**src/rtl/display_source_scheduler_if.sv**
```systemverilog
// -----------------------------------------------------------------------------
// display_source_scheduler_if
//
// Bundle of the source/request side and the display side of the display
// source scheduler. The clock and reset are not part of the bundle.
//
// Signals:
//   src_data   NUM_SRC*DISPLAY_WIDTH  packed source words, source i at
//                                     [i*DISPLAY_WIDTH +: DISPLAY_WIDTH]
//   src_valid  NUM_SRC                source i may be displayed
//   btn_next   1                      raw asynchronous push-button, active-high
//   auto_en    1                      1 = AUTO mode requested, 0 = MANUAL
//   freeze     1                      hold display value, pause dwell timer
//   display    DISPLAY_WIDTH          registered word to the hex display driver
//   sel_idx    $clog2(NUM_SRC)        index of the currently selected source
//   auto_mode  1                      1 while the scheduler is in AUTO
//
// Modports:
//   master  drives the requests/controls and observes the display side
//   slave   the scheduler itself
// -----------------------------------------------------------------------------
interface display_source_scheduler_if #(
    parameter int unsigned NUM_SRC       = 4,
    parameter int unsigned DISPLAY_WIDTH = 32
);
    localparam int unsigned IDX_W = $clog2(NUM_SRC);

    logic [NUM_SRC*DISPLAY_WIDTH-1:0] src_data;
    logic [NUM_SRC-1:0]               src_valid;
    logic                             btn_next;
    logic                             auto_en;
    logic                             freeze;
    logic [DISPLAY_WIDTH-1:0]         display;
    logic [IDX_W-1:0]                 sel_idx;
    logic                             auto_mode;

    modport master (
        output src_data,
        output src_valid,
        output btn_next,
        output auto_en,
        output freeze,
        input  display,
        input  sel_idx,
        input  auto_mode
    );

    modport slave (
        input  src_data,
        input  src_valid,
        input  btn_next,
        input  auto_en,
        input  freeze,
        output display,
        output sel_idx,
        output auto_mode
    );
endinterface

```
**src/rtl/display_source_scheduler.sv**
```systemverilog
// -----------------------------------------------------------------------------
// display_source_scheduler
//
// Shares one DISPLAY_WIDTH-bit seven-segment display word between NUM_SRC
// requesters (PC, instruction, selected register, debug word, ...). The word
// goes to an 8-digit hex display driver, nibble k on digit k.
//
//   AUTO   : rotates through the valid sources, each shown for DWELL_CYCLES.
//   MANUAL : steps to the next valid source on each debounced button press.
//   freeze : holds the displayed value and pauses the dwell timer; presses
//            still move the selection so the new source shows on release.
//
// Ports:
//   clk   system clock
//   rst   synchronous reset, active-low (sampled on posedge clk)
//   bus   display_source_scheduler_if.slave (sources, controls, display side)
//
// Timing: display follows sel_idx with one cycle of latency.
// -----------------------------------------------------------------------------
module display_source_scheduler #(
    parameter int unsigned NUM_SRC         = 4,
    parameter int unsigned DISPLAY_WIDTH   = 32,
    parameter int unsigned DWELL_CYCLES    = 50_000_000,
    parameter int unsigned DEBOUNCE_CYCLES = 1_000_000
) (
    input  logic                        clk,
    input  logic                        rst,
    display_source_scheduler_if.slave   bus
);

    localparam int unsigned IDX_W   = $clog2(NUM_SRC);
    localparam int unsigned DWELL_W = $clog2(DWELL_CYCLES);
    localparam int unsigned DEB_W   = $clog2(DEBOUNCE_CYCLES);

    localparam logic [DWELL_W-1:0] DWELL_LAST = DWELL_W'(DWELL_CYCLES - 32'd1);
    localparam logic [DWELL_W-1:0] DWELL_ONE  = DWELL_W'(32'd1);
    localparam logic [DWELL_W-1:0] DWELL_ZERO = DWELL_W'(32'd0);
    localparam logic [DEB_W-1:0]   DEB_LAST   = DEB_W'(DEBOUNCE_CYCLES - 32'd1);
    localparam logic [DEB_W-1:0]   DEB_ONE    = DEB_W'(32'd1);
    localparam logic [DEB_W-1:0]   DEB_ZERO   = DEB_W'(32'd0);

    typedef enum logic [0:0] {
        ST_MANUAL = 1'b0,
        ST_AUTO   = 1'b1
    } state_t;

    // -------------------------------------------------------------------------
    // Next-valid-source search: looks at sel+1, sel+2, ... wrapping modulo
    // NUM_SRC and finishing on sel itself. With no valid source at all the
    // selection is left where it is.
    // -------------------------------------------------------------------------
    function automatic logic [IDX_W-1:0] next_valid(
        input logic [IDX_W-1:0]   sel,
        input logic [NUM_SRC-1:0] valid
    );
        logic [IDX_W-1:0] pick;
        logic             found;
        int unsigned      cand;
        pick  = sel;
        found = 1'b0;
        for (int unsigned k = 1; k <= NUM_SRC; k++) begin
            cand = (32'(sel) + k) % NUM_SRC;
            if (!found && valid[cand[IDX_W-1:0]]) begin
                pick  = cand[IDX_W-1:0];
                found = 1'b1;
            end
        end
        return pick;
    endfunction

    // Button path
    logic               sync1_r;
    logic               sync2_r;
    logic               deb_level_r;
    logic [DEB_W-1:0]   deb_cnt_r;
    logic               press_r;

    // Scheduler state
    state_t             state_r;
    state_t             state_nxt_s;
    logic [DWELL_W-1:0] dwell_r;
    logic [DWELL_W-1:0] dwell_nxt_s;
    logic [IDX_W-1:0]   sel_r;
    logic [IDX_W-1:0]   sel_nxt_s;
    logic [DISPLAY_WIDTH-1:0] display_r;

    // Helpers
    logic [DISPLAY_WIDTH-1:0] words_s [NUM_SRC];
    logic [IDX_W-1:0]   nxt_idx_s;
    logic               cur_valid_s;
    logic               mode_change_s;
    logic               timeout_s;
    logic               advance_s;

    // Unpack the flat source bus into one word per source.
    for (genvar i = 0; i < NUM_SRC; i++) begin : g_unpack
        assign words_s[i] = bus.src_data[i*DISPLAY_WIDTH +: DISPLAY_WIDTH];
    end

    assign nxt_idx_s   = next_valid(sel_r, bus.src_valid);
    assign cur_valid_s = bus.src_valid[sel_r];

    // Synchronise the raw button, debounce it and emit a pulse on each press.
    always_ff @(posedge clk) begin
        if (!rst) begin
            sync1_r     <= 1'b0;
            sync2_r     <= 1'b0;
            deb_level_r <= 1'b0;
            deb_cnt_r   <= DEB_ZERO;
            press_r     <= 1'b0;
        end else begin
            sync1_r <= bus.btn_next;
            sync2_r <= sync1_r;
            if (sync2_r != deb_level_r) begin
                if (deb_cnt_r == DEB_LAST) begin
                    // Stable long enough: accept the new level. Only a
                    // rising acceptance counts as a press.
                    deb_level_r <= sync2_r;
                    deb_cnt_r   <= DEB_ZERO;
                    press_r     <= sync2_r;
                end else begin
                    deb_cnt_r   <= deb_cnt_r + DEB_ONE;
                    press_r     <= 1'b0;
                end
            end else begin
                deb_cnt_r <= DEB_ZERO;
                press_r   <= 1'b0;
            end
        end
    end

    // Mode FSM state register.
    always_ff @(posedge clk) begin
        if (!rst) begin
            state_r <= ST_AUTO;
        end else begin
            state_r <= state_nxt_s;
        end
    end

    // Mode FSM next state: follows the requested mode directly.
    always_comb begin
        state_nxt_s = state_r;
        case (state_r)
            ST_AUTO: begin
                if (bus.auto_en) begin
                    state_nxt_s = ST_AUTO;
                end else begin
                    state_nxt_s = ST_MANUAL;
                end
            end
            ST_MANUAL: begin
                if (bus.auto_en) begin
                    state_nxt_s = ST_AUTO;
                end else begin
                    state_nxt_s = ST_MANUAL;
                end
            end
            default: begin
                state_nxt_s = ST_AUTO;
            end
        endcase
    end

    // Mode FSM outputs: next selection and next dwell count.
    always_comb begin
        mode_change_s = (state_nxt_s != state_r);
        timeout_s     = 1'b0;
        advance_s     = 1'b0;
        sel_nxt_s     = sel_r;
        dwell_nxt_s   = dwell_r;

        // The mode change wins over the timer: a cycle that switches modes
        // restarts the dwell instead of timing out.
        case (state_r)
            ST_AUTO: begin
                timeout_s = !bus.freeze && !mode_change_s && (dwell_r == DWELL_LAST);
            end
            ST_MANUAL: begin
                timeout_s = 1'b0;
            end
            default: begin
                timeout_s = 1'b0;
            end
        endcase

        // Press, timeout and repair of an invalid selection all collapse
        // into one single advance. Presses still count while frozen.
        advance_s = press_r || timeout_s || (!bus.freeze && !cur_valid_s);

        if (advance_s) begin
            sel_nxt_s = nxt_idx_s;
        end else begin
            sel_nxt_s = sel_r;
        end

        if (mode_change_s) begin
            dwell_nxt_s = DWELL_ZERO;
        end else if (state_r == ST_MANUAL) begin
            dwell_nxt_s = DWELL_ZERO;
        end else if (bus.freeze) begin
            dwell_nxt_s = dwell_r;
        end else if (advance_s) begin
            dwell_nxt_s = DWELL_ZERO;
        end else begin
            dwell_nxt_s = dwell_r + DWELL_ONE;
        end
    end

    // Selection, dwell timer and display word registers.
    always_ff @(posedge clk) begin
        if (!rst) begin
            sel_r     <= {IDX_W{1'b0}};
            dwell_r   <= DWELL_ZERO;
            display_r <= {DISPLAY_WIDTH{1'b0}};
        end else begin
            sel_r   <= sel_nxt_s;
            dwell_r <= dwell_nxt_s;
            // An invalid selection keeps the last good word on the display
            // for the one cycle it takes to move to the next valid source.
            if (!bus.freeze && cur_valid_s) begin
                display_r <= words_s[sel_r];
            end else begin
                display_r <= display_r;
            end
        end
    end

    assign bus.display   = display_r;
    assign bus.sel_idx   = sel_r;
    assign bus.auto_mode = state_r;

endmodule
```
**src/flat_wrapper.sv**
```systemverilog
// flat-port wrapper written by rule: the top's interface ports become plain ports
module display_source_scheduler_flat 
#(
    parameter int unsigned NUM_SRC         = 4,
    parameter int unsigned DISPLAY_WIDTH   = 32,
    parameter int unsigned DWELL_CYCLES    = 50_000_000,
    parameter int unsigned DEBOUNCE_CYCLES = 1_000_000
)
  (clk, rst, bus_src_data, bus_src_valid, bus_btn_next, bus_auto_en, bus_freeze, bus_display, bus_sel_idx, bus_auto_mode);
  display_source_scheduler_if #(.NUM_SRC(NUM_SRC), .DISPLAY_WIDTH(DISPLAY_WIDTH)) bus_i ();
  input  logic clk;
  input  logic rst;
  input wire logic [$bits(bus_i.src_data)-1:0] bus_src_data;
  input wire logic [$bits(bus_i.src_valid)-1:0] bus_src_valid;
  input wire logic [$bits(bus_i.btn_next)-1:0] bus_btn_next;
  input wire logic [$bits(bus_i.auto_en)-1:0] bus_auto_en;
  input wire logic [$bits(bus_i.freeze)-1:0] bus_freeze;
  output wire logic [$bits(bus_i.display)-1:0] bus_display;
  output wire logic [$bits(bus_i.sel_idx)-1:0] bus_sel_idx;
  output wire logic [$bits(bus_i.auto_mode)-1:0] bus_auto_mode;
  assign bus_i.src_data = bus_src_data;
  assign bus_i.src_valid = bus_src_valid;
  assign bus_i.btn_next = bus_btn_next;
  assign bus_i.auto_en = bus_auto_en;
  assign bus_i.freeze = bus_freeze;
  assign bus_display = bus_i.display;
  assign bus_sel_idx = bus_i.sel_idx;
  assign bus_auto_mode = bus_i.auto_mode;
  display_source_scheduler #(.NUM_SRC(NUM_SRC), .DISPLAY_WIDTH(DISPLAY_WIDTH), .DWELL_CYCLES(DWELL_CYCLES), .DEBOUNCE_CYCLES(DEBOUNCE_CYCLES)) u_core (.clk(clk), .rst(rst), .bus(bus_i));
endmodule
```
**config.mk**
```make
export PLATFORM = sky130hd
export DESIGN_NAME = display_source_scheduler_flat
export DESIGN_NICKNAME = d
export VERILOG_FILES = /design/src/rtl/display_source_scheduler_if.sv /design/src/rtl/display_source_scheduler.sv /design/src/flat_wrapper.sv
export SDC_FILE = /design/constraint.sdc
export NUM_CORES = 1
export LEC_CHECK = 0
export ABC_CLOCK_PERIOD_IN_PS = 1500
export BUFFER_PORTS_ARGS = -buffer_cell sky130_fd_sc_hd__buf_4
export CAP_MARGIN = 20
export CORE_MARGIN = 4
export CORE_UTILIZATION = 40
export CTS_CLUSTER_SIZE = 28
export DETAILED_ROUTE_END_ITERATION = 10
export PLACE_DENSITY = 0.78
export SYNTH_ARGS = -nofsm -noshare
export SYNTH_HDL_FRONTEND = slang
export SYNTH_SLANG_ARGS = --single-unit
```
**constraint.sdc**
```tcl
create_clock -name clk -period 1.5 [get_ports clk]
set_clock_uncertainty 0.05 [all_clocks]
set_input_delay 0.3 -clock clk [delete_from_list [all_inputs] [get_ports clk]]
set_output_delay 0.3 -clock clk [all_outputs]
set_load 0.05 [all_outputs]
```
After elaboration in Yosys (flattened, before gate mapping)
Cells that the tools add are included.
{"block": "word_totals", "output_inout_bits": 35, "regBits": 85, "wordCells": 73, "inputBits": 137}
{"block": "op_classes", "order_cmp": 6, "addsub": 6, "mux": 23, "n_reduce_logical": 21, "n_eq_ne": 4, "bitwise": 4}
{"cell": "binary-select mux 32 bit (select 2 bit)", "n": 1}
{"cell": "2-to-1 mux 32 bit", "n": 2}
{"cell": "adder 26 x 1 -> 26 bit (second input constant)", "n": 1}
{"cell": "equality test 26 bit (second input constant)", "n": 1}
{"cell": "2-to-1 mux 26 bit", "n": 1}
{"cell": "adder 20 x 1 -> 20 bit (second input constant)", "n": 1}
{"cell": "equality test 20 bit (second input constant)", "n": 1}
{"cell": "< comparator 2 x 3 -> 1 bit (second input constant)", "n": 5}
{"cell": "binary-select mux 1 bit (select 2 bit)", "n": 5}
{"cell": "2-to-1 mux 1 bit", "n": 9}
{"cell": "2-to-1 mux 2 bit", "n": 4}
{"cell": "logical AND 1 bit", "n": 7}
{"cell": "logical NOT 1 bit", "n": 6}
{"cell": "OR reduction 3 bit", "n": 2}
{"cell": "adder 2 x 1 -> 2 bit (second input constant)", "n": 2}
{"cell": "adder 2 bit (second input constant)", "n": 2}
{"cell": "AND reduction 2 bit", "n": 2}
{"cell": "nonzero test 4 bit", "n": 1}
{"cell": "greater-or-equal comparator 3 bit (second input constant)", "n": 1}
{"cell": "inverter 1 bit", "n": 3}
{"cell": "inverter 2 -> 3 bit", "n": 1}
{"cell": "AND reduction 3 bit", "n": 1}
{"cell": "logical OR 1 bit", "n": 2}
{"cell": "inequality test 1 bit", "n": 2}
{"cell": "case mux 1 bit (2 select lines)", "n": 1}

Longest topological paths before layout
Gate-level depths: netlist of the first run.
{"block": "logic_depth", "word_depth": 14, "depth_mapped": 7}

Worst setup path before layout of the first run
No wires, ideal clock.
{"block": "synth_timing", "path_type": "reg2reg", "startpoint": "register u_core.sel_r[1] (netlist: u_core.bus.sel_idx[1])", "endpoint": "register u_core.sel_r[0] (netlist: u_core.bus.sel_idx[0])", "t_arrival_ns": 1.915, "stages_incl_launch_ff": 6, "slack_ns": -0.537, "setup_time_ns": 0.072, "n_path_buf": 0, "synth_period_minus_slack_ns": 2.037, "required_ns": 1.378, "cell_sequence": "dfxtp_1 > mux4_2 > nand2b_1 > a21oi_4 > nor4_4 > mux2i_1"}
{"block": "synth_between", "elab_chain_cells": 14, "elab_cells_between_ends": 31}
{"element": "from (decl)", "line_no": "display_source_scheduler.sv:83", "text": "logic [IDX_W-1:0] sel_r;"}
{"element": "from (signal assigned)", "line_no": "display_source_scheduler.sv:213", "text": "sel_r <= {IDX_W{1'b0}};"}
{"element": "from (signal assigned)", "line_no": "display_source_scheduler.sv:217", "text": "sel_r <= sel_nxt_s;"}
{"element": "adder 2 x 1 -> 2 bit", "line_no": "display_source_scheduler.sv:62", "text": "cand = (32'(sel) + k) % NUM_SRC;"}
{"element": "binary-select mux 1 bit (select 2 bit)", "line_no": "display_source_scheduler.sv:63", "text": "if (!found && valid[cand[IDX_W-1:0]]) begin"}
{"element": "2-to-1 mux 1 bit (not written as such)", "line_no": "display_source_scheduler.sv:63"}
{"element": "2-to-1 mux 1 bit", "line_no": "display_source_scheduler.sv:63"}
{"element": "logical NOT 1 bit", "line_no": "display_source_scheduler.sv:63"}
{"element": "logical AND 1 bit", "line_no": "display_source_scheduler.sv:63"}
{"element": "2-to-1 mux 1 bit", "line_no": "display_source_scheduler.sv:63"}
{"element": "logical NOT 1 bit", "line_no": "display_source_scheduler.sv:63"}
{"element": "logical AND 1 bit", "line_no": "display_source_scheduler.sv:63"}
{"element": "2-to-1 mux 1 bit", "line_no": "display_source_scheduler.sv:63"}
{"element": "logical NOT 1 bit", "line_no": "display_source_scheduler.sv:63"}
{"element": "logical AND 1 bit", "line_no": "display_source_scheduler.sv:63"}
{"element": "nonzero test 4 bit (no line)"}
{"element": "AND reduction 2 bit (no line)"}
Several ways; a longest one is shown, not always the timed one. The select of a mux whose other input is x is not followed.
A chain may end at the register's enable or synchronous reset.

Worst setup path in the final report of the first run
Same ends and word-level chain as after synthesis.

==> flow_metrics.env, run 1 <==
export IMPL_status="finished, violations left"
export IMPL_violations="negative setup slack"
export IMPL_syn_avg_cell_area_um2=9.53
export IMPL_synth_largest_area_cell="dfxtp_1"
export IMPL_grt_overflow=0
export IMPL_synth_commonest_cells="nand2_1, dfxtp_1, nor2_1, mux4_2, a21boi_0"
export IMPL_rsz0062_at_grt="yes"
export IMPL_hpwl_mm=10.4
export IMPL_setup_viol=61
export IMPL_synthTopCellsByArea="dfxtp_1, mux4_2, nand2_1, xor2_1, nor2_1"
export IMPL_rr_endpoint="u_core.bus.sel_idx[0]$_SDFFE_PN0P_"
export IMPL_worst_ep_arrival_time_ns=1.94
export IMPL_period_share_pct=116
export IMPL_yosysTopAreaCellShare_pct=37.8
export IMPL_detailroute_via_count=4762
export IMPL_p_switching_mw=1.87
export IMPL_ant_nets=0
export IMPL_tightestPinTransition_ns=0.362
export IMPL_first_iter_violations=230
export IMPL_cts_made_buffers=9
export IMPL_area_growth_pct=66.1
export IMPL_rr_worst_depth=6
export IMPL_htree_levels=3
export IMPL_crit_end="u_core.bus.sel_idx[0]$_SDFFE_PN0P_"
export IMPL_fin_nets=869
export IMPL_worstSetupPathType="reg -> reg"
export IMPL_syn_nets=611
export IMPL_clkSlewWorstSetupHoldPaths_ns=0.06
export IMPL_numPortBuffers=171
export IMPL_crit_fanout=4
export IMPL_p_leak_nw=3.04
export IMPL_seq_area_frac_synth_pct=37.8
export IMPL_ios=172
export IMPL_sequentialPowerShare_pct=36.9
export IMPL_initial_core_util_pct=41.1
export IMPL_route_detailed_drc=0
export IMPL_p_int_mw=4.65
export IMPL_grt_pass1_wl_mm=24.1
export IMPL_relSlewSlack_pct=75.7
export IMPL_end_kind="flip-flop"
export IMPL_maxCapViolations=0
export IMPL_antenna_found_initial=0
export IMPL_clk_path_buf_depth=2
export IMPL_synthFlopType="dfxtp_1"
export IMPL_grt_pass1_vias=4913
export IMPL_rows=38
export IMPL_dp_slack_ns=-0.585
export IMPL_fp_coreArea_um2=10900
export IMPL_critPathRequiredTime_ns=1.70
export IMPL_via_per_inst=5.44
export IMPL_die_area_um2=13000
export IMPL_crit_start="u_core.bus.sel_idx[1]$_SDFFE_PN0P_"
export IMPL_synth_edff_count=0
export IMPL_routed_wl_mm=16.9
export IMPL_synthesis_area_um2=4500
export IMPL_fp_dieH_um=114
export IMPL_cts_tree="done"
export IMPL_synth_cells=472
export IMPL_place_congestion=0.881
export IMPL_cp_start_kind="flip-flop"
export IMPL_min_from="bus_btn_next"
export IMPL_hold_viol=0
export IMPL_clockPowerShare_pct=35.5
export IMPL_dieWidth_um=114
export IMPL_final_util_pct=68.3
export IMPL_grt_max_degree=41
export IMPL_synthMostInstantiatedCell="nand2_1"
export IMPL_synth_seq_cells=85
export IMPL_nFillCells=752
export IMPL_reg2reg_slack_ns=-0.24
export IMPL_antennaDiodeCount=0
export IMPL_max_freq_mhz=575
export IMPL_final_max_slew_viol_count=0
export IMPL_avgRoutedWirePerCell_um=19.3
export IMPL_layout_setup_ws_ns=-0.239
export IMPL_firstDrtPassIters=4
export IMPL_drive_gt1_share_pct=58.2
export IMPL_comb_power_share_pct=27.5
export IMPL_synth_cell_types=44
export IMPL_worstReg2RegStart="u_core.bus.sel_idx[1]$_SDFFE_PN0P_"
export IMPL_worstSkewPairLatency_ns=0.34
export IMPL_p_per_area_nw_per_um2=873
export IMPL_ir_worst_vdd_mv=0.611
export IMPL_grt_use_total_pct=23.7
export IMPL_switching_share_pct=28.7
export IMPL_finalCriticalPeriod_ns=1.74
export IMPL_clock_sinks=85
export IMPL_hp_class="in -> reg"
export IMPL_cts_root_buffer="clkbuf_16"
export IMPL_synthArstFlopShare_pct=0
export IMPL_yosysWarnings=0
-- metrics by stage --
stage / total power, mW / setup TNS (ns) / cell area (um2) / instances / hold slack (ns)
5_1_grt: 6.73 / -15.03 / 7470 / 875 / 0.121
2_1_floorplan: 3.31 / -9.43 / 4580 / 472 / 0.351
6_report: 6.52 / -12.45 / 7470 / 875 / 0.123
3_3_place_gp: 3.81 / -21.47 / 6410 / 826 / 0.366
3_5_place_dp: 3.84 / -24.76 / 6410 / 826 / 0.371
4_1_cts: 6.39 / -10.47 / 7160 / 859 / 0.110
-- metal layers --
metal  GRT usage, %  routed length (um)
met5              0                   0
met4           10.1                 627
met3           5.89                1110
met2           43.4                9130
met1           25.8                6010
-- power groups by stage --
stage | Combinational (mW) | Sequential (mW) | Clock (mW)
floorplan | 0.604 | 2.70 | 0
global placement | 1.37 | 2.43 | 0
detailed placement | 1.41 | 2.43 | 0
CTS | 1.65 | 2.40 | 2.35
global route | 1.88 | 2.42 | 2.43
finish | 1.80 | 2.41 | 2.32
-- registers in the layout, indices dropped and copies added, names as in the netlist --
signal and cells:
u_core.deb_cnt_r 20, u_core.deb_level_r 1, u_core.sync1_r 1, u_core.bus.auto_mode 1
u_core.bus.display 32, u_core.sync2_r 1, u_core.bus.sel_idx 2, u_core.press_r 1
u_core.dwell_r 26
-- cells by family (layout without fill, tap and decap cells) --
family / after synthesis / count (layout) / synth area share, %
adder cells (fa/ha/maj): 2 / 2 / 0.556
AND/OR/NAND/NOR: 226 / 227 / 24.6
AO/OA/AOI/OAI: 52 / 52 / 8.51
flip-flops: 85 / 85 / 37.8
XOR/XNOR: 40 / 40 / 7.79
buffers and inverters: 30 / 292 / 3.28
multiplexers: 37 / 37 / 17.4
-- worst max-delay path, stage by stage, from the launching register on --
cell and delay, ns:
dfxtp_4 0.37, mux4_2 0.51, buf_6 0.15, nand2b_4 0.07
a21oi_4 0.05, nor4_4 0.23, mux2i_1 0.23
-- timing repair --
action                     CTS  global route
hold buffers                 0             0
setup endpoints to repair   64            83
cloned                       5             0
buffers inserted            12            20
gates resized for setup     61            70
pin swaps                   57            31
-- worst min path at each step --
| stage | end | slack, ns | depth (start not counted) |
|---|---|---|---|
| detailed placement | u_core.sync2_r$_SDFF_PN0_ | 0.37 | 1 |
| CTS | u_core.sync1_r$_SDFF_PN0_ | 0.11 | 2 |
| floorplan | u_core.bus.auto_mode$_SDFF_PN1_ | 0.35 | 1 |
| global route | u_core.sync1_r$_SDFF_PN0_ | 0.12 | 2 |
| finish | u_core.sync1_r$_SDFF_PN0_ | 0.12 | 2 |
| global placement | u_core.sync2_r$_SDFF_PN0_ | 0.37 | 1 |
-- final cells by class --
type	instances	area, um2	area share (%)
Timing Repair Buffer	271	2230	29.9
Clock inverter	4	55.1	0.737
Clock buffer	12	256	3.43
Multi-Input combinational cell	358	3000	40.1
Tap cell	140	175	2.35
Inverter	5	18.8	0.251
Sequential cell	85	1730	23.2
-- cell usage in the layout (no fill, tap or decap), types with 3 or more instances in the layout --
master,instances
nor2_1,54
xnor2_1,15
dfxtp_1,65
nand4_1,10
dfxtp_2,17
a21boi_2,10
and3_2,3
and3_1,3
nor2b_1,4
clkbuf_16,9
nand2_2,38
xor2_1,25
buf_4,250
nand2_4,7
clkbuf_8,3
nand3_2,4
buf_6,8
mux4_2,33
dfxtp_4,3
nand3b_1,5
nor4_4,3
o21ai_0,5
a21boi_1,22
mux2i_1,4
a21oi_1,6
nand3_1,17
or3_1,4
nand2_1,41
nor3_1,3
inv_1,4
buf_12,11
No activity file was read; power rests on OpenSTA's default activity.
==> inputs of run 2 (changes only) <==
ABC_CLOCK_PERIOD_IN_PS = 2000   (was 1500)
CTS_BUF_LIST = sky130_fd_sc_hd__clkbuf_8   (was default)
PLACE_DENSITY = 0.75   (was 0.78)
REMOVE_ABC_BUFFERS = 1   (was default)
clock period = 2 ns   (was 1.5 ns; I/O delays follow)
==> run 2 against run 1 <==
Effect of this change:
- the run now ends clean
- critical path depth fell by 4
- global-route usage decreased by 4.4 points
- register-to-register slack gained 0.37 ns
- critical endpoint is now bus_sel_idx[1]
- highest routed layer unchanged
- sequential power is 26% lower
- largest cell class unchanged
==> flow_metrics.env, run 2 (synthesis gave the netlist of run 1 again) <==
export IMPL_ios=172
export IMPL_hp_class="in -> reg"
export IMPL_layout_commonest_cell="buf_4"
export IMPL_hold_path_endpoint="u_core.sync1_r$_SDFF_PN0_"
export IMPL_setup_viol=0
export IMPL_period_share_pct=95.1
export IMPL_grt_overflow=0
export IMPL_critPathRequiredTime_ns=1.55
export IMPL_hold_viol=0
export IMPL_cts_hold_buf=0
export IMPL_antenna_found_initial=0
export IMPL_rr_endpoint="u_core.bus.sel_idx[0]$_SDFFE_PN0P_"
export IMPL_htree_levels=3
export IMPL_path_cells="buf_4 > buf_4"
export IMPL_ir_worst_vdd_mv=0.500
export IMPL_max_freq_mhz=526
export IMPL_first_iter_violations=239
export IMPL_maxCapViolations=0
export IMPL_hpwl_mm=9.75
export IMPL_tns_ns=0
export IMPL_clock_sinks=85
export IMPL_firstDrtPassIters=4
export IMPL_initial_core_util_pct=41.1
export IMPL_reg2reg_slack_ns=0.13
export IMPL_worstSetupPathType="reg -> out"
export IMPL_grt_use_total_pct=19.3
export IMPL_route_detailed_drc=0
export IMPL_final_max_slew_viol_count=0
export IMPL_final_cells=790
export IMPL_worst_ep_arrival_time_ns=1.45
export IMPL_hold_depth=2
export IMPL_rsz0062_at_grt="no"
export IMPL_fp_dieH_um=114
export IMPL_fp_coreArea_um2=10900
export IMPL_area_growth_pct=38.7
export IMPL_avgRoutedWirePerCell_um=15.7
export IMPL_crit_fanout=40
export IMPL_cpMostUsedCell="buf_4"
export IMPL_fin_nets=784
export IMPL_cp_start_kind="flip-flop"
export IMPL_numPortBuffers=171
export IMPL_post_cts_resized=0
export IMPL_cts_root_buffer="clkbuf_8"
export IMPL_rows=38
export IMPL_worstSkewPairLatency_ns=0.36
export IMPL_antennaDiodeCount=0
export IMPL_clkSlewWorstSetupHoldPaths_ns=0.09
export IMPL_crit_slowest_cell="buf_4"
export IMPL_total_power_mw=4.08
export IMPL_cts_made_buffers=9
export IMPL_die_area_um2=13000
export IMPL_status="completed"
export IMPL_end_kind="primary output"
export IMPL_rr_worst_depth=6
export IMPL_grt_max_degree=41
export IMPL_drive_gt1_share_pct=38.8
export IMPL_dp_cells=774
export IMPL_tightestPinTransition_ns=0.503
export IMPL_finalCriticalPeriod_ns=1.90
export IMPL_min_from="bus_btn_next"
export IMPL_cp_num_buf_inv=2
export IMPL_final_cell_mix="buf_4, nand2_1, dfxtp_1"
export IMPL_post_cts_buffers=0
export IMPL_cts_tree="done"
export IMPL_routed_wl_mm=12.4
export IMPL_p_per_area_nw_per_um2=654
export IMPL_detailroute_via_count=4126
export IMPL_p_leak_nw=2.39
export IMPL_via_per_inst=5.22
export IMPL_hold_ws_ns=0.203
export IMPL_grt_pass1_wl_mm=20.1
export IMPL_largest_reg_flops=32
export IMPL_relSlewSlack_pct=66.5
export IMPL_clk_path_buf_depth=2
export IMPL_grt_pass1_vias=4338
export IMPL_worstReg2RegStart="u_core.dwell_r[1]$_SDFFE_PP0N_"
export IMPL_crit_family="buffers and inverters"
export IMPL_dieWidth_um=114
export IMPL_ant_nets=0
export IMPL_place_congestion=0.928
export IMPL_critPathMaxStageDelay_ns=0.42
[run 2: power breakdown]
group	internal [mW]	switching, mW	leakage (nW)
registers	1.75	0.0387	0.690
clock network	0.647	0.615	0.107
logic	0.504	0.523	1.60
total	2.91	1.18	2.39
[run 2: worst max-delay path by stage]
stage / from / cells after the start / slack, ns / endpoint
final: u_core.bus.sel_idx[1]$_SDFFE_PN0P_ / 2 / 0.1 / bus_sel_idx[1]
after detailed placement: u_core.dwell_r[1]$_SDFFE_PP0N_ / 6 / 0.06 / u_core.bus.sel_idx[0]$_SDFFE_PN0P_
after global placement: bus_src_valid[3] / 6 / 0.15 / u_core.bus.sel_idx[0]$_SDFFE_PN0P_
after global routing: u_core.dwell_r[1]$_SDFFE_PP0N_ / 7 / 0.001 / u_core.dwell_r[18]$_SDFFE_PP0N_
after floorplan: u_core.bus.sel_idx[0]$_SDFFE_PN0P_ / 4 / -2.03 / u_core.bus.display[16]$_SDFFE_PN0P_
after CTS: u_core.dwell_r[1]$_SDFFE_PP0N_ / 6 / 0.06 / u_core.bus.sel_idx[0]$_SDFFE_PN0P_
[run 2: worst register-to-register path, delay by kind of cell, from the launching register on]
kind / cells / cell delay (ns)
AOI/OAI and AO/OA: 1 / 0.10
adders and majority gates: 1 / 0.22
DFF: 1 / 0.39
muxes: 1 / 0.20
and+or+nand+nor: 3 / 0.86
[run 2: metrics by stage]
step	worst slack, ns	cell area, um2	util, %
4_1_cts	0.0563	6230	56.9
2_1_floorplan	-2.03	4370	-
3_3_place_gp	0.148	6020	55.0
6_report	0.0983	6240	57.1
5_1_grt	0.00108	6240	57.1
3_5_place_dp	0.0602	6020	55.0
[run 2: cell type report]
type / count / area (um2)
fill: 965 / 4690
multi-input combinational: 357 / 2670
sequential: 85 / 1700
timing repair buffer: 187 / 1470
tap: 140 / 175
clock buffer: 11 / 151
clock inverter: 5 / 58.8
inverter: 5 / 18.8
[run 2: metal layers]
metal | wire, um | part of all wire, % | GRT usage [%]
met1 | 4850 | 39 | 21.0
met2 | 6530 | 53 | 35.5
met3 | 736 | 5.9 | 6.15
met4 | 264 | 2.1 | 5.70
met5 | 0 | 0 | 0
